==> src/rtl/store_buffer_ctrl.sv <==
// In-order store buffer: S-type address/lane formation, DEPTH-entry FIFO, single-outstanding memory drain.
// Define STORE_BUF_FWD_EN to enable combinational store-to-load forwarding.
module store_buffer_ctrl #(
  parameter int unsigned DEPTH = 4,
  parameter int unsigned IDX_W = 2
) (
  input  logic                clk,
  input  logic                rst_n,
  input  logic                in_valid,
  output logic                in_ready,
  input  logic [2:0]          in_func3,
  input  logic [31:0]         in_base,
  input  logic [11:0]         in_imm,
  input  logic [31:0]         in_data,
  input  logic                flush,
  output logic                mem_req_valid,
  input  logic                mem_req_ready,
  output logic [31:0]         mem_addr,
  output logic [31:0]         mem_wdata,
  output logic [3:0]          mem_wstrb,
  input  logic                mem_resp_valid,
  output logic                exc_valid,
  output logic                exc_misalign,
  output logic [31:0]         exc_addr,
  output logic [IDX_W:0]      count,
  input  logic [31:0]         fwd_addr,
  input  logic [3:0]          fwd_strb,
  output logic                fwd_hit,
  output logic [31:0]         fwd_data
);

  localparam int unsigned CNT_W = IDX_W + 1;

  typedef enum logic [1:0] {S_IDLE, S_REQ, S_RESP} state_t;

  typedef struct packed {
    logic [29:0] waddr;
    logic [31:0] wdata;
    logic [3:0]  strb;
  } entry_t;

  entry_t           fifo [DEPTH];
  logic [IDX_W-1:0] head;
  logic [IDX_W-1:0] tail;
  logic [CNT_W-1:0] cnt;
  state_t           state;

  logic [31:0] eff_addr;
  logic [3:0]  lane_strb;
  logic [31:0] lane_data;
  logic        bad_f3;
  logic        misalign;
  logic        accept;
  logic        push;
  logic        pop;
  entry_t      next_head;

  // Effective address, byte lanes and fault classification of the presented store
  always_comb begin
    eff_addr  = in_base + {{20{in_imm[11]}}, in_imm};
    lane_strb = '0;
    lane_data = '0;
    misalign  = 1'b0;
    bad_f3    = 1'b0;
    case (in_func3)
      3'b000: begin
        lane_strb = 4'b0001 << eff_addr[1:0];
        lane_data = {4{in_data[7:0]}};
      end
      3'b001: begin
        lane_strb = 4'b0011 << eff_addr[1:0];
        lane_data = {2{in_data[15:0]}};
        misalign  = eff_addr[0];
      end
      3'b010: begin
        lane_strb = 4'b1111;
        lane_data = in_data;
        misalign  = |eff_addr[1:0];
      end
      default: bad_f3 = 1'b1;
    endcase
  end

  assign in_ready  = (cnt != CNT_W'(DEPTH));
  assign count     = cnt;
  assign accept    = in_valid & in_ready;
  assign push      = accept & ~bad_f3 & ~misalign & ~flush;
  assign pop       = (state == S_RESP) & mem_resp_valid;
  assign next_head = fifo[head + IDX_W'(1)];

  // Payload storage needs no reset: only entries below cnt are ever read
  always_ff @(posedge clk) begin
    if (push) begin
      fifo[tail] <= '{waddr: eff_addr[31:2], wdata: lane_data, strb: lane_strb};
    end
  end

  always_ff @(posedge clk) begin
    if (!rst_n) begin
      head          <= '0;
      tail          <= '0;
      cnt           <= '0;
      state         <= S_IDLE;
      mem_req_valid <= 1'b0;
      mem_addr      <= '0;
      mem_wdata     <= '0;
      mem_wstrb     <= '0;
      exc_valid     <= 1'b0;
      exc_misalign  <= 1'b0;
      exc_addr      <= '0;
    end else begin
      exc_valid <= accept & (bad_f3 | misalign);
      if (accept & (bad_f3 | misalign)) begin
        exc_misalign <= ~bad_f3;
        exc_addr     <= eff_addr;
      end

      // Flush keeps only an entry the drain FSM has already committed to
      if (flush) begin
        if (state == S_IDLE) begin
          tail <= head;
          cnt  <= '0;
        end else if (pop) begin
          head <= head + IDX_W'(1);
          tail <= head + IDX_W'(1);
          cnt  <= '0;
        end else begin
          tail <= head + IDX_W'(1);
          cnt  <= CNT_W'(1);
        end
      end else begin
        if (push) tail <= tail + IDX_W'(1);
        if (pop)  head <= head + IDX_W'(1);
        cnt <= cnt + CNT_W'(push) - CNT_W'(pop);
      end

      case (state)
        S_IDLE: begin
          if (cnt != '0 && !flush) begin
            state         <= S_REQ;
            mem_req_valid <= 1'b1;
            mem_addr      <= {fifo[head].waddr, 2'b00};
            mem_wdata     <= fifo[head].wdata;
            mem_wstrb     <= fifo[head].strb;
          end
        end
        S_REQ: begin
          if (mem_req_ready) begin
            state         <= S_RESP;
            mem_req_valid <= 1'b0;
          end
        end
        S_RESP: begin
          if (mem_resp_valid) begin
            if (cnt > CNT_W'(1) && !flush) begin
              state         <= S_REQ;
              mem_req_valid <= 1'b1;
              mem_addr      <= {next_head.waddr, 2'b00};
              mem_wdata     <= next_head.wdata;
              mem_wstrb     <= next_head.strb;
            end else begin
              state <= S_IDLE;
            end
          end
        end
        default: begin
          state         <= S_IDLE;
          mem_req_valid <= 1'b0;
        end
      endcase
    end
  end

`ifdef STORE_BUF_FWD_EN
  logic [IDX_W-1:0] fwd_idx;
  logic             unused_fwd_lsb;
  assign unused_fwd_lsb = ^fwd_addr[1:0];

  // Scan oldest to youngest so the youngest covering entry wins
  always_comb begin
    fwd_hit  = 1'b0;
    fwd_data = '0;
    fwd_idx  = '0;
    for (int unsigned i = 0; i < DEPTH; i++) begin
      fwd_idx = head + IDX_W'(i);
      if (CNT_W'(i) < cnt && fifo[fwd_idx].waddr == fwd_addr[31:2] &&
          (fifo[fwd_idx].strb & fwd_strb) == fwd_strb) begin
        fwd_hit  = 1'b1;
        fwd_data = fifo[fwd_idx].wdata;
      end
    end
  end
`else
  logic unused_fwd;
  assign unused_fwd = ^{fwd_addr, fwd_strb};
  assign fwd_hit    = 1'b0;
  assign fwd_data   = '0;
`endif

endmodule
==> config.mk <==
export PLATFORM = sky130hd
export DESIGN_NAME = store_buffer_ctrl
export DESIGN_NICKNAME = d
export VERILOG_FILES = /design/src/rtl/store_buffer_ctrl.sv
export SDC_FILE = /design/constraint.sdc
export NUM_CORES = 1
export LEC_CHECK = 0
export CAP_MARGIN = 20
export CORE_MARGIN = 1
export CORE_UTILIZATION = 50
export CTS_BUF_LIST = sky130_fd_sc_hd__clkbuf_16
export CTS_CLUSTER_DIAMETER = 40
export CTS_CLUSTER_SIZE = 28
export DETAILED_ROUTE_END_ITERATION = 7
export HOLD_SLACK_MARGIN = 0.05
export PLACE_DENSITY = 0.77
export SYNTH_ARGS = -nofsm -noshare
export SYNTH_HDL_FRONTEND = slang
export SYNTH_SLANG_ARGS = --single-unit
==> constraint.sdc <==
create_clock -name clk -period 4.5 [get_ports clk]
set_input_delay 0.9 -clock clk [delete_from_list [all_inputs] [get_ports clk]]
set_output_delay 0.9 -clock clk [all_outputs]
set_load 0.02 [all_outputs]
==> impl_metrics.tcl <==
set metrics [dict create \
    drt_iter0_markers 1024 \
    ir_worst_vdd_v 0.000304 \
    yosysSeqAreaShare_pct 54.9 \
    synth.avg_cell_area_um2 13.0 \
    root_buffer "clkbuf_16" \
    totalPowerFinal_mw 9.70 \
    die_area_um2 37800 \
    via_count 12700 \
    drc 0 \
    synth_area_leaders "edfxtp_1 (43%), mux4_2 (16%), dfxtp_1 (12%), nand2_1 (4.2%), ha_1 (2.6%)" \
    cts_setup_buffers 0 \
    grt.overflow.total 0 \
    crit_required_ns 4.97 \
    power.internal_mw 6.83 \
    worstSetupPathType "in2reg" \
    grt_first_pass_wirelength_um 70800 \
    fmax_ghz 0.259 \
    cpMostUsedCell "inv_1" \
    cp_cell_sequence "clkdlybuf4s50_1 -> ha_1 -> inv_1 -> fa_1 -> nand2b_1 -> a21oi_1 -> o21bai_1 -> inv_1 -> nand3_1 -> nor2_1 -> inv_1 -> ha_1 -> inv_1 -> ha_1 -> fa_1 -> xor2_1 -> nor3_1" \
    hold_class "reg2reg" \
    wl_per_cell_um 21.9 \
    antenna_found_initial 0 \
    grt_usage_pct 24.2 \
    rows 70 \
    dpl_cell_area_um2 20900 \
    clk_pin_slew_ns 0.06 \
    crit_slowest_cell "fa_1" \
    netlist_top_cells_count "edfxtp_1 (264), nand2_1 (205), mux4_2 (132), dfxtp_1 (112), nor2_1 (105)" \
    cts_tree "done" \
    drive_above_1_share_pct 16.9 \
    final_max_slew_viol_count 0 \
    post-synth-top-count-cell "edfxtp_1" \
    rsz0062_at_grt "false" \
    die_w_um 195 \
    die_h_um 195 \
    pwr-share-clk_pct 35.7 \
    ctsHoldBuffers 0 \
    design_area_um2 22400 \
    combPwrFrac_pct 22.2 \
    synth_cell_types 77 \
    setup_violations 0 \
    path_buf_inv 5 \
    cts_buffers 46 \
    hold_viol_final 0 \
    netlist_area_um2 18500 \
    worst-path-max-fanout 3 \
    relSlewSlack_pct 33.6 \
    cts_resized 0 \
    netlist_instances 1425 \
    synth_ff_type "edfxtp_1" \
    worst_slack_ns 0.646 \
    synth_top_cell_by_area "edfxtp_1" \
    period_share_pct 85.6 \
    place_hpwl_um 29300 \
    worstSkewPairLatency_ns 0.55 \
    clock-sinks 376 \
    synth_top_area_share_pct 42.8 \
    p_sw_mw 2.87 \
    startpoint_type "input pin" \
    p_leak_nw 7.97 \
    fin_skew_ns 0.0265 \
    switching_share_pct 29.6 \
    postRouteAntennaNets 0 \
    initial_core_util_pct 50.8 \
    end_kind "flip-flop" \
    yosys_register_bits 376 \
    routed_wl_um 45900 \
    coreArea_um2 36500 \
    cpLargestDelayFamily "adder cells" \
    ys_warn_count 0 \
    tns_ns 0 \
    synth_edf_count 264 \
    grt_max_degree 68 \
    firstDrtPassIters 6 \
    worst_slew_pin_slew_ns 0.994 \
    whs_path_depth 2 \
    ctsHtreeMaxLevel 2 \
    drt-vias-per-instance 6.06 \
    grt_pass1_vias 12800 \
    outcome "finished, final reports clean" \
    gp_congestion 0.876 \
    dp_slack_ns 0.0657 \
    nNetsFinal 1754 \
    p_seq_share_pct 42.1 \
    cp.depth 17 \
    synth-async-reset-ratio_pct 0 \
    drv_cap 0 \
    reg2reg_depth 9 \
    max_stage_delay_ns 0.63 \
    crit_arrival_ns 4.33 \
    min_period_ns 3.85 \
    p_per_area_nw_per_um2 434 \
    clock_path_buffers 3 \
    fillers 2744 \
    synthToLayoutAreaGrowth_pct 20.6 \
    antenna_cells 0 \
    ios 261 \
    io_buffer_count 189 \
]
==> layer usage <==
layer  share of wire, %  track usage (%)
met1                 39             31.0
met2                 49             42.1
met3                9.5             4.96
met4                1.8             6.14
met5                  0                0
==> power groups by stage <==
stage / clock network, mW / registers (mW) / logic [mW]
floorplan: 0 / 4.27 / 1.22
global placement: 0 / 4.15 / 2.08
detailed placement: 0 / 4.16 / 2.13
CTS: 3.52 / 4.09 / 2.14
global route: 3.66 / 4.10 / 2.33
finish: 3.47 / 4.09 / 2.15
==> layout make-up <==
cell class	instances	area (µm²)	share of cell area (%)
Multi-Input combinational cell	922	7720	34.5
Inverter	21	78.8	0.353
Timing Repair Buffer	225	2330	10.4
Clock buffer	46	1150	5.15
Sequential cell	376	10200	45.5
Tap cell	468	586	2.62
Clock inverter	40	307	1.37
==> through the flow <==
stage | utilization, % | hold slack, ns | cells
finish | 61.2 | 0.459 | 2098
detailed placement | 57.2 | 0.452 | 2012
CTS | 61.2 | 0.464 | 2098
global route | 61.2 | 0.478 | 2098
floorplan | - | 0.528 | 1459
global placement | 57.2 | 0.445 | 2012
==> final timing paths <==
kind,startpoint,to,slack [ns]
worst max-delay path,in_base[0],count[2]$_SDFF_PP0_,0.65
worst max register to register,count[1]$_SDFF_PP0_,mem_addr[13]$_SDFFE_PN0P_,1.74
worst min register to register,exc_misalign$_SDFFE_PN0P_,exc_misalign$_SDFFE_PN0P_,0.46
worst min-delay path,exc_misalign$_SDFFE_PN0P_,exc_misalign$_SDFFE_PN0P_,0.46
==> kinds of logic (layout without fill, tap and decap cells) <==
kind of cell / count (synthesis) / in the layout / synth area share [%]
AOI/OAI and AO/OA: 246 / 246 / 9.81
xor gates and xnor gates: 36 / 36 / 1.70
adders and majority gates: 41 / 41 / 2.85
buffers and inverters: 161 / 332 / 4.31
DFF: 376 / 376 / 54.9
muxes: 136 / 136 / 16.3
other: 1 / 35 / 0.0202
and+or+nand+nor: 428 / 428 / 10.2
==> state kept, by name, indices dropped and copies added (netlist names), 2 cells and up, named ones only <==
| name | cells |
|---|---|
| fifo | 264 |
| tail | 2 |
| exc_addr | 32 |
| mem_wdata | 32 |
| count | 3 |
| state | 2 |
| mem_addr | 30 |
| mem_wstrb | 4 |
| head | 2 |
==> worst min-delay path, delay by kind of cell, from the launching register on <==
| family | cells | cell delay, ns |
|---|---|---|
| simple gates | 1 | 0.05 |
| compound gates | 1 | 0.06 |
| flops | 1 | 0.30 |
==> cells in the final DEF (no fill, tap or decap), types with 13 or more instances in the layout <==
cell type,netlist,layout
a21oi_1,83,83
inv_1,20,26
ha_1,39,39
nor2_1,105,104
a311oi_1,34,34
o211a_1,34,34
clkdlybuf4s50_1,0,188
dfxtp_1,112,108
nand3_1,46,46
xor2_1,17,17
nand2_1,205,205
xnor2_1,19,19
buf_12,0,14
clkbuf_16,0,46
mux4_2,132,132
a21o_1,13,13
buf_4,35,22
conb_1,1,35
edfxtp_1,264,264
Power figures use the tool's default switching activity.
